**src/rtl/mul_pkg.sv**
```systemverilog
`default_nettype none
// ============================================================================
//  mul_pkg
//  Shared types, widths and the operand-shift helper for mul4_seq_arbiter.
//  Revision: 1.0
// ============================================================================
package mul_pkg;

    localparam int OP_W   = 4;
    localparam int PROD_W = 8;

    typedef enum logic [1:0] {
        IDLE = 2'd0,
        CALC = 2'd1,
        DONE = 2'd2
    } mul_state_t;

    // Partial product of one multiplier bit: the zero-extended multiplicand
    // moved to that bit's weight.
    function automatic logic [PROD_W-1:0] shift_operand(
        input logic [OP_W-1:0] x,
        input logic [1:0]      sh
    );
        return {{(PROD_W-OP_W){1'b0}}, x} << sh;
    endfunction

endpackage
`default_nettype wire

```
**src/rtl/Full_Adder_by8.sv**
```systemverilog
`default_nettype none
// ============================================================================
//  Full_Adder_by8
//  8-bit ripple-carry adder built from a chain of single-bit full adders.
//  Revision: 1.0
// ============================================================================
module Full_Adder_by8 (
    input  logic [7:0] i_a,
    input  logic [7:0] i_b,
    input  logic       i_cin,
    output logic [7:0] o_sum,
    output logic       o_cout
);

    logic [8:0] w_carry;

    assign w_carry[0] = i_cin;

    genvar i;
    for (i = 0; i < 8; i++) begin : g_bit
        assign o_sum[i]     = i_a[i] ^ i_b[i] ^ w_carry[i];
        assign w_carry[i+1] = (i_a[i] & i_b[i]) | (w_carry[i] & (i_a[i] ^ i_b[i]));
    end

    assign o_cout = w_carry[8];

endmodule
`default_nettype wire

```
**src/rtl/mul4_seq_arbiter.sv**
```systemverilog
`default_nettype none
// ============================================================================
//  mul4_seq_arbiter
//  Two-requester round-robin front end to a 4x4 shift-add multiplier that
//  reuses one 8-bit ripple adder over four cycles.
//  Revision: 1.0
// ============================================================================
module mul4_seq_arbiter
    import mul_pkg::*;
#(
    parameter int N_ITER = 4
) (
    input  logic              clk,
    input  logic              rst_n,
    input  logic              req0,
    input  logic              req1,
    input  logic [OP_W-1:0]   x0,
    input  logic [OP_W-1:0]   y0,
    input  logic [OP_W-1:0]   x1,
    input  logic [OP_W-1:0]   y1,
    output logic              gnt0,
    output logic              gnt1,
    output logic              busy,
    output logic              res_valid,
    output logic [PROD_W-1:0] res,
    output logic              res_id,
    input  logic              res_ready
);

    localparam logic [1:0] C_LAST_IT = 2'(N_ITER - 1);

    mul_state_t          state_q, state_d;
    logic [1:0]          it_q, it_d;
    logic [OP_W-1:0]     x_q, x_d;
    logic [OP_W-1:0]     y_q, y_d;
    logic [PROD_W-1:0]   acc_q, acc_d;
    logic                id_q, id_d;
    logic                last_id_q, last_id_d;

    logic [PROD_W-1:0]   w_b;
    logic [PROD_W-1:0]   w_sum;
    logic                w_cout;
    logic                w_pick1;

    assign w_b = y_q[it_q] ? shift_operand(x_q, it_q) : '0;

    // Carry-out cannot be set: the running sum never exceeds 15*15.
    Full_Adder_by8 u_adder (
        .i_a    (acc_q),
        .i_b    (w_b),
        .i_cin  (1'b0),
        .o_sum  (w_sum),
        .o_cout (w_cout)
    );

    // On a tie, requester 1 wins only if requester 0 was served last.
    assign w_pick1 = req1 && (!req0 || !last_id_q);

    always_comb begin
        state_d   = state_q;
        it_d      = it_q;
        x_d       = x_q;
        y_d       = y_q;
        acc_d     = acc_q;
        id_d      = id_q;
        last_id_d = last_id_q;
        gnt0      = 1'b0;
        gnt1      = 1'b0;

        case (state_q)
            IDLE: begin
                if (req0 || req1) begin
                    gnt0      = !w_pick1;
                    gnt1      = w_pick1;
                    x_d       = w_pick1 ? x1 : x0;
                    y_d       = w_pick1 ? y1 : y0;
                    acc_d     = '0;
                    it_d      = '0;
                    id_d      = w_pick1;
                    last_id_d = w_pick1;
                    state_d   = CALC;
                end
            end
            CALC: begin
                acc_d = w_sum;
                it_d  = it_q + 2'd1;
                if (it_q == C_LAST_IT) begin
                    state_d = DONE;
                end
            end
            DONE: begin
                if (res_ready) begin
                    state_d = IDLE;
                end
            end
            default: begin
                state_d = IDLE;
            end
        endcase
    end

    always_ff @(posedge clk or negedge rst_n) begin
        if (!rst_n) begin
            state_q   <= IDLE;
            it_q      <= '0;
            x_q       <= '0;
            y_q       <= '0;
            acc_q     <= '0;
            id_q      <= 1'b0;
            last_id_q <= 1'b1;
        end else begin
            state_q   <= state_d;
            it_q      <= it_d;
            x_q       <= x_d;
            y_q       <= y_d;
            acc_q     <= acc_d;
            id_q      <= id_d;
            last_id_q <= last_id_d;
        end
    end

    // Result lines read zero outside DONE so partial sums never leak out.
    assign busy      = (state_q != IDLE);
    assign res_valid = (state_q == DONE);
    assign res       = res_valid ? acc_q : '0;
    assign res_id    = res_valid ? id_q : 1'b0;

endmodule
`default_nettype wire
```
**config.mk**
```make
export PLATFORM = sky130hd
export DESIGN_NAME = mul4_seq_arbiter
export DESIGN_NICKNAME = d
export VERILOG_FILES = /design/src/rtl/mul_pkg.sv /design/src/rtl/Full_Adder_by8.sv /design/src/rtl/mul4_seq_arbiter.sv
export SDC_FILE = /design/constraint.sdc
export NUM_CORES = 1
export LEC_CHECK = 0
export BUFFER_PORTS_ARGS = -buffer_cell sky130_fd_sc_hd__buf_4
export CORE_ASPECT_RATIO = 1.2
export CORE_MARGIN = 10
export CORE_UTILIZATION = 35
export CTS_CLUSTER_DIAMETER = 120
export DETAILED_ROUTE_END_ITERATION = 6
export SLEW_MARGIN = 20
export SYNTH_ARGS = -nofsm -noshare
export SYNTH_HDL_FRONTEND = slang
export SYNTH_SLANG_ARGS = --single-unit
```
**constraint.sdc**
```tcl
create_clock -name clk -period 3.46 [get_ports clk]
set_input_delay 0 -clock clk [delete_from_list [all_inputs] [get_ports clk]]
set_output_delay 0 -clock clk [all_outputs]
set_load 0.01 [all_outputs]
```
==> summary by stage, run 1 <==
Worst setup path
The sort of element at the start of the critical path is a flip-flop. The number of cells on the critical path is 13. The capture point of the worst path is acc_q[7]. The dominant cell type by count on the critical path is sky130_fd_sc_hd__fa_2.

The signal on the critical path passes through nor4bb_2 > ha_2 > inv_2 > fa_2 > fa_2 > fa_2 > fa_2 > inv_2 > fa_1 > inv_1 > fa_2 > or3_4 > a21oi_2. The required time of the critical path is 3650 ps. The reg-to-reg endpoint is acc_q[7]. The startpoint identified for the worst register-to-register timing path is it_q[0]. At the worst endpoint, the arrival time is approximately 3800 ps. Broken down by cell family, the worst path's largest delay share belongs to adder cells. The worst setup slack for register-to-register paths is -110 ps.

The category of the critical setup timing path is flip-flop to flip-flop. On the worst path, the slowest cell contributes a delay of about 400 ps. The critical path capture point type is a flip-flop.

The worst reg-to-reg path cell count is 13. In this run the worst path has a maximum fanout of 2. The critical-path cell with the highest stage delay is sky130_fd_sc_hd__dfrtp_1.

The startpoint of the worst setup timing path is it_q[0]. The number of buffers and inverters on the critical path is 3.

CTS
The depth of the CTS H-tree is 1. The number of buffers on the longest clock path is 2. After clock tree synthesis, the clock-pin slew on the worst setup and hold paths is ~80 ps. The number of CTS-inserted buffers is 3.

Counting every sink on the clock net gives 22. The root buffer cell is sky130_fd_sc_hd__clkbuf_8. TritonCTS built the clock tree. The worst-skew pair later-pin latency is 260 ps.

Detailed routing
After detailed routing, the total wire length is between 3000 and 4000 µm. Dividing the detail-routed via count by the number of cells gives approximately 5. The antenna violation net count after detailed routing is 0. The average wire per standard cell is roughly 15 µm. The violation count after the first detailed-routing iteration is 83. The detailed router placed approximately 1100 vias in this run. For this run, design rule violations remaining after detail routing come to 0. The first TritonRoute pass finished after 4 iterations.

STA
The final cycle utilization of the critical path is 103%. The number of endpoints with negative hold slack in the final report is 0. The minimum clock period is 3570 ps. The final setup skew is 4.11 ps. Once routing completed, OpenROAD measured the worst setup slack at -105 ps.

The slew at the pin closest to its max-slew limit is slightly below 700 ps. The worst relative slew slack is roughly 54%. Setup repair after global routing could not meet its margin everywhere. The max-slew violation count is 0. Setup violations remaining at the end of the flow were counted as 1. The timing-limited maximum frequency is 280 MHz.

In the final timing run, aggregate negative setup slack is -105 ps.

Final layout
After filler insertion, the fill cell instance count of the layout stands at 346. The area occupied by multi-input gates is slightly below 800 µm². From synthesis to final layout, the design area changed by 31.7%.

The net count reported at finish is 200. The sequential cells in the finished layout cover a total of approximately 550 µm². The share of post-route cells with drive strength above 1 is approximately 38%. The fraction of the core area covered by cells at the end of the flow is 48.8%. The number of diodes is 0.

Die
The die boundary height is between 80 and 90 µm. The die covers between 6000 and 7000 µm². The floorplan step set the die width to 77.1 µm. The starting density of the core is around 37%. The initialized floorplan defines 24 standard-cell rows. The I/O pin count is 34. After floorplanning, the core was sized to cover around 3700 µm².

Global route
The wire length of the first global-routing pass is between 5000 and 6000 µm. For this run the aggregate overflow at the end of global routing stands at 0. The number of global-route vias before repair is 1187.

The number of antenna violations at the first check in global routing was 0. The overall fraction of global-route tracks in use is 10.3%. Entering global routing, the biggest net connects 23 pins.

Pwr
The analysis attributes to cell leakage a power of slightly below 0.8 nW. The maximum VDD drop is around 300 µV. The power per standard cell area is approximately 800 nW/µm².

Min path
The path type of the worst min-delay path is primary input to flip-flop.

Place
The congestion estimate from routability-driven global placement came to around 0.84. Port buffering added 33 buffers. The final HPWL from detailed placement is 2610 µm.

Run status
The checks that failed: setup timing. The run finished, with violations left.

Logic synthesis
The synthesized-area fraction occupied by ao, oa, aoi and oai cells is between 10 and 15%. After technology mapping, the gate count stands at approximately 130. Counting every net in the synthesized netlist gives 160.

A synthesized cell averages roughly 10 µm². Summing the areas of all fa, ha and maj instances in the mapped netlist gives 10.6% of the synthesized area. The count of state elements after synthesis is 22.

The share of the Yosys chip area taken by registers is about two fifths. The synthesized netlist devotes 0% of its cell area to XOR and XNOR gates. After synthesis the cells add up to 1370 µm². The Yosys warning count is 0. The dominant combinational cell family by area after synthesis is simple AND/OR/NAND/NOR gates. In this run, distinct cell masters in the synthesized netlist total 34. The portion of synthesized area spent on multiplexers is 13.9%. After Yosys synthesis, and, or, nand and nor cells account for approximately 16% of the synthesized area.

Job
Max-cap violations in this run came to 0.
## power breakdown
part	total (mW)	switching, mW	internal (mW)
combinational	0.783	0.409	0.374
sequential	0.482	0.0976	0.384
clock	0.183	0.0817	0.101
total	1.45	0.589	0.859
## sequential cells by signal, summed over array words and instances (netlist names)
signal	count
state_q	2
y_q	4
id_q	1
x_q	4
it_q	2
acc_q	8
last_id_q	1
## how the worst min path moves through the flow
stage                from          to  slack (ps)  cells past startpoint
finish              x0[1]      x_q[1]          70                      3
global route        x0[0]      x_q[0]          70                      3
CTS                 x0[1]      x_q[1]          70                      3
detailed placement  rst_n    acc_q[6]         -90                      1
global placement    rst_n  state_q[1]         -90                      1
floorplan           rst_n    acc_q[0]        -300                      0
## placed cells by master, fill, tap and decap left out, drive strengths merged, types with 2 or more instances in the layout
| master | n |
|---|---|
| and2 | 5 |
| nand2 | 18 |
| nor2 | 7 |
| a221o | 2 |
| buf | 37 |
| ha | 2 |
| a21o | 2 |
| o21ai | 11 |
| mux2 | 12 |
| dfrtp | 21 |
| a21oi | 3 |
| inv | 10 |
| dlygate4sd3 | 4 |
| clkbuf | 4 |
| fa | 6 |
| o2111a | 2 |
| mux4 | 2 |
| o22ai | 5 |
| nand2b | 3 |
| nand3 | 2 |
## through the flow
stage          std cells  worst slack (ps)  hold slack, ps  cell area [µm²]  power [mW]
6_report             222              -105            71.4             1800        1.45
5_1_grt              222              -199            70.5             1800        1.58
4_1_cts              222             -92.0            69.9             1790        1.46
3_5_place_dp         214              -127           -89.1             1690        1.26
3_3_place_gp         214              26.1           -89.8             1690        1.23
2_1_floorplan        131              -113            -296             1390        1.04
## cell families (layout without fill, tap and decap cells)
logic type / count (synthesis) / in the layout
simple gates: 42 / 42
compound gates: 28 / 28
flops: 22 / 22
buf+inv: 16 / 55
mux: 15 / 15
fa+ha+maj: 8 / 8
## cell usage after synthesis
| library cell | instances | share of area, % |
|---|---|---|
| sky130_fd_sc_hd__a21bo_2 | 1 | 0.73 |
| sky130_fd_sc_hd__a21boi_4 | 1 | 1.4 |
| sky130_fd_sc_hd__a21o_1 | 2 | 1.1 |
| sky130_fd_sc_hd__a21oi_1 | 3 | 1.1 |
| sky130_fd_sc_hd__a221o_1 | 2 | 1.5 |
| sky130_fd_sc_hd__and2_1 | 5 | 2.3 |
| sky130_fd_sc_hd__and2b_1 | 1 | 0.55 |
| sky130_fd_sc_hd__buf_2 | 3 | 1.1 |
| sky130_fd_sc_hd__buf_4 | 2 | 1.1 |
| sky130_fd_sc_hd__clkbuf_1 | 1 | 0.27 |
| sky130_fd_sc_hd__dfrtp_1 | 21 | 38 |
| sky130_fd_sc_hd__dfstp_2 | 1 | 1.9 |
| sky130_fd_sc_hd__fa_1 | 6 | 8.8 |
| sky130_fd_sc_hd__ha_1 | 2 | 1.8 |
| sky130_fd_sc_hd__inv_1 | 10 | 2.7 |
| sky130_fd_sc_hd__mux2_1 | 6 | 4.9 |
| sky130_fd_sc_hd__mux2_2 | 6 | 4.9 |
| sky130_fd_sc_hd__mux2i_1 | 1 | 0.73 |
| sky130_fd_sc_hd__mux4_2 | 2 | 3.3 |
| sky130_fd_sc_hd__nand2_1 | 18 | 4.9 |
| sky130_fd_sc_hd__nand2b_1 | 3 | 1.4 |
| sky130_fd_sc_hd__nand3_1 | 2 | 0.73 |
| sky130_fd_sc_hd__nand3b_1 | 1 | 0.55 |
| sky130_fd_sc_hd__nand4_1 | 1 | 0.46 |
| sky130_fd_sc_hd__nor2_1 | 7 | 1.9 |
| sky130_fd_sc_hd__nor2b_1 | 1 | 0.46 |
| sky130_fd_sc_hd__nor3_4 | 1 | 1.2 |
| sky130_fd_sc_hd__nor4bb_1 | 1 | 0.73 |
| sky130_fd_sc_hd__o2111a_1 | 2 | 1.6 |
| sky130_fd_sc_hd__o21a_1 | 1 | 0.55 |
| sky130_fd_sc_hd__o21ai_0 | 6 | 2.2 |
| sky130_fd_sc_hd__o21ai_1 | 5 | 1.8 |
| sky130_fd_sc_hd__o22ai_1 | 5 | 2.3 |
| sky130_fd_sc_hd__or3_1 | 1 | 0.46 |
## worst min-delay path: cells and delay by family
kind / cells / cell delay (ps)
mux: 2 / 230
buf+inv: 1 / 70
## per-layer routing
metal  vias to the layer above  global-route usage (%)  part of all wire (%)
met5                         -                       0                     0
met4                         0                    4.98                   1.9
met3                         5                    1.72                   4.0
met2                        31                    19.1                    53
met1                       524                    11.3                    42
li1                        532                       -                     -
## area by class of cell
cell class / count / area share [%]
Multi-Input combinational cell: 93 / 43.0
Sequential cell: 22 / 30.6
Timing Repair Buffer: 41 / 17.6
Inverter: 10 / 2.08
Tap cell: 52 / 3.61
Clock buffer: 4 / 3.06
## repair_timing
action,4_1_cts,5_1_grt
resized for setup,3,3
setup endpoints to repair,2,2
endpoints found under the hold margin,25,0
setup buffers,0,0
hold buffers,4,0
pin swaps,4,4
Power figures use the tool's default switching activity.
==> run 2, diff against run 1 <==
--- a/config.mk
+++ b/config.mk
@@ -9,8 +9,10 @@
 export CORE_ASPECT_RATIO = 1.2
 export CORE_MARGIN = 10
 export CORE_UTILIZATION = 35
+export CTS_BUF_LIST = sky130_fd_sc_hd__clkbuf_8
 export CTS_CLUSTER_DIAMETER = 120
 export DETAILED_ROUTE_END_ITERATION = 6
+export GPL_TIMING_DRIVEN = 0
 export SLEW_MARGIN = 20
 export SYNTH_ARGS = -nofsm -noshare
 export SYNTH_HDL_FRONTEND = slang
==> run 2 against run 1 <==
  * Clock power grew 3%
  * Critical path depth is 1 higher
  * Hold slack worse by 0.97 ps
  * Sequential share of layout area down 0.57 points
  * Flip-flop and latch count unchanged
  * Core utilization is 1.2 points higher
  * Non-clock buffer count rose by 4
  * Count of clock-buffer cells in the layout stayed put
  * Sequential power increased by 4%
  * The flow still finishes with violations (setup timing)
==> summary by stage, run 2 (synthesis gave the netlist of run 1 again) <==
Place
The number of cells after detailed placement came to 216 (was 214). The final HPWL from detailed placement is 2610 µm (about the same). The number of buffer cells added on primary ports was 33 (unchanged).

The final weighted congestion of routability-driven global placement is 0.778 (was 0.837).

Worst setup path
The critical path capture point type is a flip-flop (unchanged). The required time of the critical path was 3660 ps (was 3650 ps). The critical path arrival is 3820 ps (was 3750 ps).

The category of the critical setup timing path is flip-flop to flip-flop (unchanged). The biggest fanout along the worst timing path was 2 (unchanged). The sort of element at the start of the critical path was a flip-flop (unchanged).

Die
The overall die area is 6820 µm² (unchanged). The core region area was 3690 µm² (unchanged). The number of cell rows is 24 (unchanged). The die boundary height came to 88.5 µm (unchanged). The I/O pin count is 34 (unchanged). The starting density of the core is 37.0% (unchanged).

The horizontal extent of the die was 77.1 µm (unchanged).

CTS
The depth of the CTS H-tree came to 1 (unchanged). The total clock sinks is 22 (unchanged). The root buffer cell is sky130_fd_sc_hd__clkbuf_8 (unchanged). The worst-skew pair later-pin latency is 260 ps (about the same).

The number of CTS-inserted buffers came to 3 (unchanged). The number of buffers on the longest clock path was 2 (unchanged). The TritonCTS clock tree is yes (unchanged). The clock-pin transition on the worst setup and hold timing paths came to 80 ps (about the same).

Run status
Outcome: finished with violations (unchanged). Failing checks: setup timing (unchanged).

STA
The minimum clock period is 3620 ps (was 3570 ps). The worst setup margin is -161 ps (was -105 ps). The setup TNS after final layout came to -161 ps (was -105 ps). The worst relative slew slack is 73.4% (was 53.9%). The final cycle utilization of the critical path is 105% (was 103%).

The number of endpoints with negative hold slack in the final report is 0 (unchanged). The max-slew violation count came to 0 (unchanged). RSZ-0062 raised after global routing: yes (unchanged).

The slew at the pin closest to its max-slew limit is 397 ps (was 691 ps). The final setup skew was 2.35 ps (was 4.11 ps). The timing-limited maximum frequency is 276 MHz (was 280 MHz). The final-report setup violation count is 1 (unchanged).

Final layout
The most common cell after layout, fill and taps aside is sky130_fd_sc_hd__buf_4 (unchanged). The number of diodes came to 0 (unchanged). The final cell count without fillers is 226 (was 222). The register ranked first by flip-flop count is acc_q (unchanged). The number of flip-flops under the largest register name is 8 (unchanged). The fraction of the core area covered by cells at the end of the flow came to 49.9% (was 48.8%). Commonest non-fill, non-tap cells in the layout: 38 x sky130_fd_sc_hd__buf_4, 19 x sky130_fd_sc_hd__dfrtp_1, 18 x sky130_fd_sc_hd__nand2_1 (was 37 x sky130_fd_sc_hd__buf_4, 21 x sky130_fd_sc_hd__dfrtp_1, 18 x sky130_fd_sc_hd__nand2_1).

The share of post-route cells with drive strength above 1 is 41.4% (was 37.6%). The net count reported at finish is 204 (was 200). The growth of design area from synthesis to finish is 34.9% (was 31.7%). Largest regs: acc_q (8), x_q (4), y_q (4) (unchanged).

Global route
The number of global-route vias before repair was 1232 (was 1187). The overall fraction of global-route tracks in use is 10.0% (was 10.3%). The pin count of the biggest net entering global routing came to 23 (unchanged). The number of antenna violations at the first check in global routing came to 0 (unchanged). The wire length of the first global-routing pass was 5550 µm (was 5710 µm).

The overflow left after global routing is 0 (unchanged).

Pwr
The leakage component of the power came to 0.817 nW (was 0.795 nW). The power per standard cell area was 812 nW/µm² (was 804 nW/µm²). The maximum VDD drop is 294 µV (was 300 µV).

Detailed routing
The vias per cell is 4.98 (was 4.92). The average wire per standard cell came to 14.9 µm (was 15.2 µm). The antenna violation net count after detailed routing is 0 (unchanged). The violation count after the first detailed-routing iteration is 41 (was 83). The total DRC errors in the routed layout is 0 (unchanged).

The overall via count from detail_route is 1125 (was 1092). The total iterations of the first detailed-routing run is 4 (unchanged). The total wire length was 3370 µm (was 3380 µm).

Job
The number of maximum-capacitance constraint violations is 0 (unchanged).

Min path
The path type of the worst min-delay path is primary input to flip-flop (unchanged).
-- run 2: cell count changes in the layout (fill, tap and decap cells not counted), sizes merged --
cell  change
buf       +4
-- run 2: what timing repair did --
| action | CTS | global route |
|---|---|---|
| hold buffers | 4 | 0 |
| pin swaps | 5 | 2 |
| hold endpoints to repair | 25 | 0 |
| setup endpoints to repair | 2 | 2 |
| buffers inserted | 3 | 0 |
| resized for setup | 8 | 3 |
-- run 2: area by class of cell --
type	count	area, µm²
Buffer	5	36.3
Clock buffer	4	55.1
Fill cell	355	1850
Inverter	10	37.5
Multi-Input combinational cell	93	786
Sequential cell	22	554
Tap cell	52	65.1
Timing Repair Buffer	40	310
-- run 2: stage by stage --
step	power [mW]	instance area [µm²]	worst slack [ps]	hold WS (ps)
final	1.50	1840	-161	70.4
after global placement	1.22	1700	-338	-90.6
after global routing	1.62	1840	-284	77.4
after detailed placement	1.26	1700	-377	-92.0
after CTS	1.51	1840	-167	70.5
after floorplan	1.04	1390	-113	-296
-- run 2: power breakdown --
part	internal [mW]	leakage, nW	switching [mW]	total (mW)
Combinational	0.404	0.519	0.406	0.810
Clock	0.102	0.0288	0.0862	0.188
Sequential	0.386	0.269	0.114	0.500
-- run 2: worst paths after layout --
kind	from	endpoint	slack, ps	depth (start not counted)
max	it_q[0]	acc_q[7]	-160	14
min	x0[1]	x_q[1]	70	3
max reg2reg	it_q[0]	acc_q[7]	-160	14
min reg2reg	id_q	id_q	480	1
max in group asynchronous	rst_n	last_id_q	3030	2
min in group asynchronous	rst_n	state_q[1]	150	2
-- run 2: critical path, cell delays in order (launching register included) --
cell	delay, ps
sky130_fd_sc_hd__dfrtp_2	420
sky130_fd_sc_hd__buf_6	120
sky130_fd_sc_hd__nor4bb_4	250
sky130_fd_sc_hd__ha_2	210
sky130_fd_sc_hd__inv_2	40
sky130_fd_sc_hd__fa_2	350
sky130_fd_sc_hd__fa_2	340
sky130_fd_sc_hd__fa_2	340
sky130_fd_sc_hd__fa_2	340
sky130_fd_sc_hd__inv_2	70
sky130_fd_sc_hd__fa_2	200
sky130_fd_sc_hd__inv_2	40
sky130_fd_sc_hd__fa_2	330
sky130_fd_sc_hd__or3_4	370
sky130_fd_sc_hd__a21oi_2	130
-- run 2: metal layers --
layer  wire length [µm]  track usage, %
met1               1400            10.3
met2               1800            19.3
met3                120            2.03
met4                 51            4.82
met5                  0               0
